===== config.mk =====
export PLATFORM = sky130hd
export DESIGN_NAME = pipeline_sequencer_flat
export DESIGN_NICKNAME = d
export VERILOG_FILES = /design/src/rtl/pipeline_sequencer_if.sv /design/src/rtl/pipeline_sequencer.sv /design/src/flat_wrapper.sv
export SDC_FILE = /design/constraint.sdc
export NUM_CORES = 1
export LEC_CHECK = 0
export ABC_AREA = 1
export CORE_MARGIN = 2
export CORE_UTILIZATION = 36
export CTS_BUF_LIST = sky130_fd_sc_hd__clkbuf_8
export DETAILED_ROUTE_END_ITERATION = 7
export GPL_ROUTABILITY_DRIVEN = 0
export PLACE_DENSITY_LB_ADDON = 0.1
export SYNTH_ARGS = -nofsm -noshare
export SYNTH_HDL_FRONTEND = slang
export SYNTH_SLANG_ARGS = --single-unit

===== constraint.sdc =====
create_clock -name clk -period 3.9 [get_ports clk]
set_input_delay 0.975 -clock clk [delete_from_list [all_inputs] [get_ports clk]]
set_output_delay 0.975 -clock clk [all_outputs]
set_load 0.01 [all_outputs]

===== src/rtl/pipeline_sequencer_if.sv =====
// rtl/pipeline_sequencer_if.sv - handshake and status bundle for pipeline_sequencer
//
// Groups every non-clock/reset signal of the sequencer.
//   master : the pipeline datapath / hazard unit side (drives requests and next values)
//   slave  : the sequencer itself (drives registered boundaries, pc_en, state, counters)
// Signals:
//   in_valid, stage_d, ctrl_d                  next boundary contents
//   stall_req, flush_req, halt_req, resume     control requests
//   cnt_clr                                    synchronous counter clear
//   stage_q, ctrl_q, stage_valid               registered boundaries
//   pc_en, state                               PC enable and sequencer state
//   cycle_cnt, retire_cnt, stall_cnt, flush_cnt performance counters
interface pipeline_sequencer_if #(
  parameter int STAGES = 4,
  parameter int DATA_W = 32,
  parameter int CTRL_W = 8,
  parameter int CNT_W  = 32
);
  logic                       in_valid;
  logic [STAGES*DATA_W-1:0]   stage_d;
  logic [STAGES*CTRL_W-1:0]   ctrl_d;
  logic                       stall_req;
  logic                       flush_req;
  logic                       halt_req;
  logic                       resume;
  logic                       cnt_clr;
  logic [STAGES*DATA_W-1:0]   stage_q;
  logic [STAGES*CTRL_W-1:0]   ctrl_q;
  logic [STAGES-1:0]          stage_valid;
  logic                       pc_en;
  logic [1:0]                 state;
  logic [CNT_W-1:0]           cycle_cnt;
  logic [CNT_W-1:0]           retire_cnt;
  logic [CNT_W-1:0]           stall_cnt;
  logic [CNT_W-1:0]           flush_cnt;

  modport master (
    output in_valid, stage_d, ctrl_d, stall_req, flush_req, halt_req, resume, cnt_clr,
    input  stage_q, ctrl_q, stage_valid, pc_en, state,
           cycle_cnt, retire_cnt, stall_cnt, flush_cnt
  );

  modport slave (
    input  in_valid, stage_d, ctrl_d, stall_req, flush_req, halt_req, resume, cnt_clr,
    output stage_q, ctrl_q, stage_valid, pc_en, state,
           cycle_cnt, retire_cnt, stall_cnt, flush_cnt
  );
endinterface


===== src/rtl/pipeline_sequencer.sv =====
// rtl/pipeline_sequencer.sv - pipeline boundary register sequencer with stall/flush/halt
//
// Owns the STAGES boundary registers (0=IF/ID .. STAGES-1=MEM/WB), applies
// stall bubbles, flushes and halt/drain sequencing, and keeps performance counters.
// Ports:
//   clk   single clock, rising edge
//   rst_  asynchronous active-low reset; release is synchronised internally
//   bus   pipeline_sequencer_if.slave (requests in, boundaries/state/counters out)
module pipeline_sequencer #(
  parameter int STAGES      = 4,
  parameter int DATA_W      = 32,
  parameter int CTRL_W      = 8,
  parameter int STALL_POS   = 1,
  parameter int FLUSH_DEPTH = 3,
  parameter int HALT_POS    = 2,
  parameter int CNT_W       = 32
) (
  input  logic                 clk,
  input  logic                 rst_,
  pipeline_sequencer_if.slave  bus
);

  typedef enum logic [1:0] {
    RUN    = 2'b00,
    DRAIN  = 2'b01,
    HALTED = 2'b10
  } seqState_t;

  seqState_t                 stateQ, stateD;
  logic [1:0]                syncQ;
  logic                      upd;
  logic [STAGES-1:0]         validQ, validD, loadMask, bubbleMask;
  logic [STAGES*DATA_W-1:0]  dataQ;
  logic [STAGES*CTRL_W-1:0]  ctrlQ;
  logic                      inValidEff;
  logic                      pcEnD;
  logic                      stallApplied, flushApplied;
  logic [CNT_W-1:0]          cycleCnt, retireCnt, stallCnt, flushCnt;

  // Reset asserts asynchronously but releases through two flops, so no state
  // update happens until the release has been seen cleanly on two edges.
  always_ff @(posedge clk or negedge rst_) begin
    if (!rst_) syncQ <= 2'b00;
    else       syncQ <= {syncQ[0], 1'b1};
  end
  assign upd = syncQ[1];

  always_comb begin
    stateD       = stateQ;
    loadMask     = '0;
    bubbleMask   = '0;
    inValidEff   = 1'b0;
    pcEnD        = 1'b0;
    stallApplied = 1'b0;
    flushApplied = 1'b0;
    validD       = validQ;

    case (stateQ)
      RUN: begin
        inValidEff = bus.in_valid;
        loadMask   = '1;
        if (bus.halt_req) begin
          // The halt instruction itself and everything younger is squashed.
          for (int i = 0; i < STAGES; i++)
            if (i <= HALT_POS) bubbleMask[i] = 1'b1;
          stateD = DRAIN;
        end else if (bus.flush_req) begin
          for (int i = 0; i < STAGES; i++)
            if (i < FLUSH_DEPTH) bubbleMask[i] = 1'b1;
          pcEnD        = 1'b1;
          flushApplied = 1'b1;
        end else if (bus.stall_req) begin
          for (int i = 0; i < STAGES; i++)
            if (i < STALL_POS) loadMask[i] = 1'b0;
          bubbleMask[STALL_POS] = 1'b1;
          stallApplied          = 1'b1;
        end else begin
          pcEnD = 1'b1;
        end
      end
      DRAIN: begin
        loadMask = '1;
      end
      HALTED: begin
        if (bus.resume) stateD = RUN;
      end
      default: stateD = RUN;
    endcase

    for (int i = 0; i < STAGES; i++) begin
      if (loadMask[i])
        validD[i] = ((i == 0) ? inValidEff : validQ[(i == 0) ? 0 : i - 1]) & ~bubbleMask[i];
    end

    if (stateQ == DRAIN && validD == '0) stateD = HALTED;
  end

  always_ff @(posedge clk or negedge rst_) begin
    if (!rst_) begin
      stateQ <= RUN;
      validQ <= '0;
      dataQ  <= '0;
      ctrlQ  <= '0;
    end else if (upd) begin
      stateQ <= stateD;
      validQ <= validD;
      for (int i = 0; i < STAGES; i++) begin
        if (loadMask[i]) begin
          dataQ[i*DATA_W +: DATA_W] <= bus.stage_d[i*DATA_W +: DATA_W];
          // Invalid boundaries always carry zero control so bubbles are inert.
          ctrlQ[i*CTRL_W +: CTRL_W] <= validD[i] ? bus.ctrl_d[i*CTRL_W +: CTRL_W] : '0;
        end
      end
    end
  end

  always_ff @(posedge clk or negedge rst_) begin
    if (!rst_) begin
      cycleCnt  <= '0;
      retireCnt <= '0;
      stallCnt  <= '0;
      flushCnt  <= '0;
    end else if (upd) begin
      if (bus.cnt_clr) begin
        cycleCnt  <= '0;
        retireCnt <= '0;
        stallCnt  <= '0;
        flushCnt  <= '0;
      end else begin
        if (stateQ != HALTED)    cycleCnt  <= cycleCnt  + CNT_W'(1);
        if (validQ[STAGES-1])    retireCnt <= retireCnt + CNT_W'(1);
        if (stallApplied)        stallCnt  <= stallCnt  + CNT_W'(1);
        if (flushApplied)        flushCnt  <= flushCnt  + CNT_W'(1);
      end
    end
  end

  assign bus.pc_en       = pcEnD & upd & rst_;
  assign bus.stage_q     = dataQ;
  assign bus.ctrl_q      = ctrlQ;
  assign bus.stage_valid = validQ;
  assign bus.state       = stateQ;
  assign bus.cycle_cnt   = cycleCnt;
  assign bus.retire_cnt  = retireCnt;
  assign bus.stall_cnt   = stallCnt;
  assign bus.flush_cnt   = flushCnt;

endmodule


===== src/flat_wrapper.sv =====
// flat-port wrapper written by rule: the top's interface ports become plain ports
module pipeline_sequencer_flat 
#(
  parameter int STAGES      = 4,
  parameter int DATA_W      = 32,
  parameter int CTRL_W      = 8,
  parameter int STALL_POS   = 1,
  parameter int FLUSH_DEPTH = 3,
  parameter int HALT_POS    = 2,
  parameter int CNT_W       = 32
)
  (clk, rst_, bus_in_valid, bus_stage_d, bus_ctrl_d, bus_stall_req, bus_flush_req, bus_halt_req, bus_resume, bus_cnt_clr, bus_stage_q, bus_ctrl_q, bus_stage_valid, bus_pc_en, bus_state, bus_cycle_cnt, bus_retire_cnt, bus_stall_cnt, bus_flush_cnt);
  pipeline_sequencer_if #(.STAGES(STAGES), .DATA_W(DATA_W), .CTRL_W(CTRL_W), .CNT_W(CNT_W)) bus_i ();
  input  logic clk;
  input  logic rst_;
  input wire logic [$bits(bus_i.in_valid)-1:0] bus_in_valid;
  input wire logic [$bits(bus_i.stage_d)-1:0] bus_stage_d;
  input wire logic [$bits(bus_i.ctrl_d)-1:0] bus_ctrl_d;
  input wire logic [$bits(bus_i.stall_req)-1:0] bus_stall_req;
  input wire logic [$bits(bus_i.flush_req)-1:0] bus_flush_req;
  input wire logic [$bits(bus_i.halt_req)-1:0] bus_halt_req;
  input wire logic [$bits(bus_i.resume)-1:0] bus_resume;
  input wire logic [$bits(bus_i.cnt_clr)-1:0] bus_cnt_clr;
  output wire logic [$bits(bus_i.stage_q)-1:0] bus_stage_q;
  output wire logic [$bits(bus_i.ctrl_q)-1:0] bus_ctrl_q;
  output wire logic [$bits(bus_i.stage_valid)-1:0] bus_stage_valid;
  output wire logic [$bits(bus_i.pc_en)-1:0] bus_pc_en;
  output wire logic [$bits(bus_i.state)-1:0] bus_state;
  output wire logic [$bits(bus_i.cycle_cnt)-1:0] bus_cycle_cnt;
  output wire logic [$bits(bus_i.retire_cnt)-1:0] bus_retire_cnt;
  output wire logic [$bits(bus_i.stall_cnt)-1:0] bus_stall_cnt;
  output wire logic [$bits(bus_i.flush_cnt)-1:0] bus_flush_cnt;
  assign bus_i.in_valid = bus_in_valid;
  assign bus_i.stage_d = bus_stage_d;
  assign bus_i.ctrl_d = bus_ctrl_d;
  assign bus_i.stall_req = bus_stall_req;
  assign bus_i.flush_req = bus_flush_req;
  assign bus_i.halt_req = bus_halt_req;
  assign bus_i.resume = bus_resume;
  assign bus_i.cnt_clr = bus_cnt_clr;
  assign bus_stage_q = bus_i.stage_q;
  assign bus_ctrl_q = bus_i.ctrl_q;
  assign bus_stage_valid = bus_i.stage_valid;
  assign bus_pc_en = bus_i.pc_en;
  assign bus_state = bus_i.state;
  assign bus_cycle_cnt = bus_i.cycle_cnt;
  assign bus_retire_cnt = bus_i.retire_cnt;
  assign bus_stall_cnt = bus_i.stall_cnt;
  assign bus_flush_cnt = bus_i.flush_cnt;
  pipeline_sequencer #(.STAGES(STAGES), .DATA_W(DATA_W), .CTRL_W(CTRL_W), .STALL_POS(STALL_POS), .FLUSH_DEPTH(FLUSH_DEPTH), .HALT_POS(HALT_POS), .CNT_W(CNT_W)) u_core (.clk(clk), .rst_(rst_), .bus(bus_i));
endmodule

== Word level (Yosys, flattened, before mapping) ==
Index checks and enable logic that the tools add are counted.

* Flip-flop bits (word level): 296
* Word-level logic and storage cells: 86
* Input port bits: 168

* Reduce and logical (&&, ||, !) cells: 16
* Multiplexer cells: 37
* Eq/ne operators: 6
* Bitwise logic cells: 8
* Add/sub/neg operators: 4

{| class="wikitable"
|+ Operators with widths
! kind !! count
|-
| two-way mux 32 bit || 8
|-
| adder 32 x 1 -> 32 bit, second input constant || 4
|-
| two-way mux 8 bit || 4
|-
| two-way mux 1 bit || 18
|-
| AND reduction 2 bit || 8
|-
| one-hot mux 4 bit (2 select lines) || 1
|-
| nonzero test 2 bit || 4
|-
| two-way mux 2 bit || 3
|-
| two-way mux 3 bit || 2
|-
| != test 3 x 2 -> 1 bit, second input constant || 2
|-
| one-hot mux 2 bit (3 select lines) || 1
|-
| AND 1 bit || 5
|-
| zero test 4 bit || 1
|-
| != test 2 bit, second input constant || 2
|-
| AND reduction 4 bit || 1
|-
| NOT 1 bit || 3
|-
| == test 2 x 1 -> 1 bit, second input constant || 1
|-
| == test 2 bit, second input constant || 1
|-
| zero test 2 bit || 1
|-
| logical AND 1 bit || 1
|}

== Longest topological paths before layout ==
Gate-level depths: netlist (run 1).

* Depth after elaboration: 11
* Mapped depth: 10

== Least setup slack after synthesis (run 1) ==
Ideal clock, no wire load.

* Kind: input -> output
* From: input port bus_stall_req
* To: output port bus_pc_en
* Buffers on the path: 0
* Setup slack: 1,488 ps
* Arrival time: 1,437 ps
* Stages: 3
* Cells stage by stage: inv_1 -> o211ai_1 -> nor4_1

* Cells in the longest elaborated chain, start to end: 6

{| class="wikitable"
|+ RTL lines
! element !! line !! source
|-
| from (decl) || flat_wrapper.sv:19 || <nowiki>input wire logic [$bits(bus_i.stall_req)-1:0] bus_stall_req;</nowiki>
|-
| two-way mux 1 bit || pipeline_sequencer.sv:72 || <nowiki>end else if (bus.stall_req) begin</nowiki>
|-
| two-way mux 1 bit || n/a ||
|-
| two-way mux 1 bit || pipeline_sequencer.sv:62 || <nowiki>if (bus.halt_req) begin</nowiki>
|-
| two-way mux 1 bit || pipeline_sequencer.sv:58 || <nowiki>case (stateQ)</nowiki>
|-
| AND 1 bit (2 in series) || pipeline_sequencer.sv:138 || <nowiki>assign bus.pc_en = pcEnD & upd & rst_;</nowiki>
|-
| to (decl) || flat_wrapper.sv:27 || <nowiki>output wire logic [$bits(bus_i.pc_en)-1:0] bus_pc_en;</nowiki>
|}

Every way passes these cells.

== Worst setup path after layout (run 1) ==
Ends and elaborated chain as after synthesis.

==> results of run 1 <==
-- cell type report --
type | count | area share
Sequential cell | 296 | 0.346
Timing Repair Buffer | 485 | 0.226
Tap cell | 532 | 0.0311
Clock inverter | 17 | 0.00439
Antenna cell | 3 | 0.000351
Multi-Input combinational cell | 1577 | 0.314
Inverter | 148 | 0.0260
Clock buffer | 80 | 0.0515
-- sequential cells by signal, summed over array words and instances, names as in the netlist --
register,flops
u_core.bus.state,2
u_core.bus.stage_q,128
u_core.syncQ,2
u_core.bus.flush_cnt,32
u_core.bus.stall_cnt,32
u_core.bus.cycle_cnt,32
u_core.bus.stage_valid,4
u_core.bus.retire_cnt,32
u_core.bus.ctrl_q,32
-- worst max-delay path by stage --
stage	cells after the start	to	slack [ns]
floorplan	3	bus_pc_en	1.49
global placement	6	bus_pc_en	0.39
detailed placement	5	bus_pc_en	0.38
CTS	6	bus_pc_en	0.36
global route	6	bus_pc_en	0.29
finish	6	bus_pc_en	0.35
-- power by group --
part           switching (mW)  internal (mW)  leakage [nW]
Sequential              0.372           3.62          3.89
Clock                    1.39           1.85         0.670
Combinational            1.60           1.40          5.18
Total                    3.36           6.88          9.74
-- synthesized netlist by cell type, types with 8 or more instances --
library cell	n
nor3_1	14
nor2_1	248
nor2_4	8
nand3_1	102
buf_2	40
a21oi_1	25
dfrtp_1	296
inv_1	140
nor2_2	10
clkbuf_1	12
xor2_1	9
o21ai_0	99
nand2_1	949
nand4_1	69
-- through the flow --
stage | hold WS, ns | instances | setup WS [ns]
2_1_floorplan | 0.331 | 2093 | 1.49
3_3_place_gp | 0.331 | 3038 | 0.394
3_5_place_dp | 0.337 | 3038 | 0.377
4_1_cts | 0.351 | 3135 | 0.359
5_1_grt | 0.365 | 3137 | 0.287
6_report | 0.348 | 3138 | 0.352
-- routing by layer --
| metal | part of all wire | up-vias | track usage |
|---|---|---|---|
| li1 | - | 7525 | - |
| met1 | 0.40 | 7086 | 0.304 |
| met2 | 0.47 | 503 | 0.417 |
| met3 | 0.087 | 123 | 0.0852 |
| met4 | 0.041 | 14 | 0.115 |
| met5 | 0.0017 | - | 0 |
-- worst max-delay path: stages --
cell             delay [ns]
clkdlybuf4s50_1        0.47
inv_1                  0.08
o211ai_1               0.09
nor4_1                 0.24
buf_4                  0.19
clkdlybuf4s50_1        0.53
-- cells by family after synthesis --
group                    Yosys count  synth area share
other                              1          0.000249
flip-flops                       296             0.492
AO/OA/AOI/OAI                    144            0.0514
adder cells (fa/ha/maj)            4           0.00332
AND/OR/NAND/NOR                 1419             0.385
XOR/XNOR                           9           0.00523
buffers and inverters            220            0.0632
==> metrics.txt, run 1 <==
Setup crit start kind=primary input; Post-synth EDFFs=0; Num CTS Buffers=54; nets@finish=2,734; area delta synth->final=41.9%; sequential share of the synthesized area=0.492; Worst-path clk slew=0.06 ns; largest cells by area after synthesis=dfrtp_1 (49%), nand2_1 (24%), nor2_1 (6.2%); Worst Path Max Fanout=3; Final HPWL DP=roughly 41,000 um; Finished Cell Area=~0.021 mm^2; post-synthesis cell count=2,093; maxcap violations=0; Via Count=approximately 15,000; register bit total from synthesis=approximately 300; # resized after CTS=0; Mean Syn Cell Area=~7.2 um^2; endpoints failing setup=0; # DRC=0; worst setup path start=bus_stall_req; f_max=between 200 and 300 MHz; Die H=209 um; critical path data arrival time=2.57 ns; DR iter-0 viols=approximately 1,100; DR vias/cell=4.86; Critical Path End Type=output pin; # IOs=463; dominant cell type by area after synthesis=dfrtp_1; Initial Util=0.367; Total GRT Usage=0.255; ys flop type=dfrtp_1; clk_lat worst skew=about 0.64 ns; Final period util=0.910; Core ar.=between 0.04 and 0.05 mm^2; Root Driver=clkbuf_8; most frequent cells in the layout=nand2_1 (949), clkdlybuf4s50_1 (461), dfrtp_1 (296); setup bufs post-CTS=0; die footprint=about 0.044 mm^2; # clock sinks=296; Yosys cell types=40; register area=0.00741 mm^2; Max VDD drop=0.305 mV; first-pass GRT wire length=86,500 um; Critical R2R Capture=u_core.bus.retire_cnt[18]; largest net degree at the start of global routing=107; PwrDens=479 mW/mm^2; Power, Total=10.2 mW; final WL=55,600 um; routed len/inst=roughly 18 um; net count after synthesis=2,265; worst path required time=2.92 ns; ys async rst share=1.00; H-tree Lvls=2; hold path depth=0; FP Rows=between 70 and 80; DRT Pass-1 Iters=5; clk buf depth=3; path depth of the worst reg2reg path=8; worst-margin pin slew=about 0.95 ns; worst min-delay path class=flop to flop; DP Area=about 0.020 mm^2; port bufs=about 460; CTS tree=yes; final slew viol count=0; commonest non-fill, non-tap cell in the layout=nand2_1; Final Skew=0.0144 ns; Hold Vio Cnt, Final=0; Routed Antenna Nets=0; die outline width=209 um; yosys warns=0; Slew HR=0.370; layout cell share with drive strength beyond 1=0.0572; r2r setup slk=about 1.6 ns; fill count=roughly 4,000; Min Clock Period, post-route=3.55 ns; final core utilization=0.520; vias in the first global route=15,200; hold worst-path end=u_core.syncQ[1]; unrepaired setup endpoints after global routing=no; hold_sp=u_core.syncQ[0]; top cell type's share of synthesized area=0.492; Hold Buf Count CTS=0; Leak=between 9 and 10 nW; area of the multi-input gates=0.00671 mm^2; critical path class=primary input to output pin; status=finished clean; R2R Path Start=u_core.syncQ[1]; GRT overflow=0; Post-Syn Area=around 0.015 mm^2; initial antenna violation count=11; setup_tns=0 ns
Power figures use the tool's default switching activity.
==> inputs of run 2 (changes only) <==
--- a/config.mk
+++ b/config.mk
@@ -7,7 +7,7 @@
 export LEC_CHECK = 0
 export ABC_AREA = 1
-export CORE_MARGIN = 2
 export CORE_UTILIZATION = 36
 export CTS_BUF_LIST = sky130_fd_sc_hd__clkbuf_8
+export CTS_CLUSTER_DIAMETER = 80
 export DETAILED_ROUTE_END_ITERATION = 7
 export GPL_ROUTABILITY_DRIVEN = 0
==> constraint.sdc (replaced) <==
create_clock -name clk -period 3.9 [get_ports clk]
set_input_delay 0.975 -clock clk [delete_from_list [all_inputs] [get_ports clk]]
set_output_delay 0.975 -clock clk [all_outputs]
set_load 0.1 [all_outputs]
==> metrics.txt, run 2 (synthesis results as in run 1) <==
critical path data arrival time=2.38 ns; setup_tns=0 ns; f_max=around 300 MHz; port bufs=between 400 and 500; met1 wire length=21,800 um; unrepaired setup endpoints after global routing=no; crit-path max cell delay=1.20 ns; Num CTS Buffers=56; FP Rows=74; Routed Antenna Nets=0; R2R Path Start=u_core.syncQ[1]; Final period util=0.860; DP Area=0.0200 mm^2; Power, Total=between 10 and 15 mW; layout cell share with drive strength beyond 1=0.0871; DR iter-0 viols=1,006; CTS tree=yes; endpoints failing setup=0; clk_lat worst skew=about 0.66 ns; Max VDD drop=between 0.4 and 0.5 mV; Final WS setup=0.548 ns; Slew HR=0.280; # IOs=463; highest routed layer=met5; routed len/inst=roughly 18 um; placed insts=approximately 3,000; Initial Util=0.367; die footprint=0.0427 mm^2; worst min-delay path class=flop to flop; Final Skew=0.0380 ns; Core ar.=0.0410 mm^2; most frequent cells in the layout=nand2_1 (949), clkdlybuf4s50_1 (392), dfrtp_1 (296); Critical Path End Type=output pin; Leak=9.84 nW; Finished Cell Area=0.0212 mm^2; Worst-path clk slew=0.06 ns; first-pass GRT wire length=~85,000 um; Root Driver=clkbuf_8; largest net degree at the start of global routing=around 80; register area=about 0.0074 mm^2; fill count=4,053; DRT Pass-1 Iters=8; CP max stage cell=clkdlybuf4s50_1; Total GRT Usage=0.258; GRT overflow=0; wire length on met3=between 4000 and 5000 um; # clock sinks=about 300; die outline width=~210 um; worst-margin pin slew=~1.1 ns; area of the multi-input gates=approximately 0.0067 mm^2; hold path depth=0; critical path class=flop to output pin; Min Clock Period, post-route=around 3.4 ns; CP cell instances=clkdlybuf4s50_1; Die H=around 210 um; initial antenna violation count=5; r2r setup slk=1.38 ns; Via Count=15,200; # DRC=16; Critical R2R Capture=u_core.bus.ctrl_q[23]; area delta synth->final=40.9%; status=finished with violations; PwrDens=665 mW/mm^2; commonest non-fill, non-tap cell in the layout=nand2_1; violated checks=DRC; Hold Vio Cnt, Final=0; CP delay by family, top=buffers and inverters; worst path required time=2.92 ns; Final HPWL DP=40,700 um; H-tree Lvls=2; # resized after CTS=0; final WL=55,000 um; Buffers & Inverters on Critical Path=1; Worst Path Max Fanout=5; Setup crit start kind=flop; WL met2=~27,000 um; DR vias/cell=slightly below 5; Post-Place Worst Slack=0.660 ns; Final Non-Filler Cells=3,139; setup bufs post-CTS=0; clk buf depth=3; nets@finish=2,731; hold_sp=u_core.syncQ[0]; max FFs per register=roughly 130; Hold Buf Count CTS=0; hold worst-path end=u_core.syncQ[1]; vias in the first global route=between 15,000 and 20,000; maxcap violations=0; final slew viol count=0; path depth of the worst reg2reg path=6
-- run 2: changes by cell type in the layout (fill, tap and decap cells not counted), sizes merged --
| cell | change |
|---|---|
| clkinvlp | +2 |
| diode | -2 |
| clkinv | +11 |
| clkdlybuf4s50 | -69 |
| inv | -4 |
| clkbuf | -1 |
| buf | +64 |
-- run 2: how the worst max path moves through the flow --
stage	cells past startpoint	from	endpoint
final	1	u_core.bus.flush_cnt[8]	bus_flush_cnt[8]
after global routing	1	u_core.bus.flush_cnt[2]	bus_flush_cnt[2]
after CTS	1	u_core.bus.flush_cnt[2]	bus_flush_cnt[2]
after detailed placement	9	bus_cnt_clr	u_core.bus.cycle_cnt[4]
after global placement	9	bus_cnt_clr	u_core.bus.cycle_cnt[4]
after floorplan	2	u_core.bus.state[1]	bus_pc_en
-- run 2: final cells by class --
cell class                 count  share of cell area
timing repair buffer         480               0.218
multi-input combinational   1577               0.316
inverter                     148              0.0262
sequential                   296               0.349
tap                          532              0.0314
clock buffer                  79              0.0512
antenna                        1            0.000118
clock inverter                26             0.00814
-- run 2: report_power, final --
part / switching, mW / leakage, nW / internal, mW
Sequential: 0.418 / 3.89 / 3.62
Combinational: 5.40 / 5.26 / 1.32
Clock: 1.47 / 0.690 / 1.88
Total: 7.29 / 9.84 / 6.82
-- run 2: per-stage QoR --
| stage | hold slack (ns) | utilization |
|---|---|---|
| CTS | 0.350 | 0.517 |
| detailed placement | 0.336 | 0.487 |
| floorplan | 0.331 | - |
| global route | 0.358 | 0.517 |
| finish | 0.344 | 0.517 |
| global placement | 0.335 | 0.487 |
-- run 2: metal layers --
| metal | vias up | GRT usage |
|---|---|---|
| li1 | 7515 | - |
| met1 | 7106 | 0.307 |
| met2 | 466 | 0.445 |
| met3 | 83 | 0.0769 |
| met4 | 8 | 0.0785 |
| met5 | - | 0 |
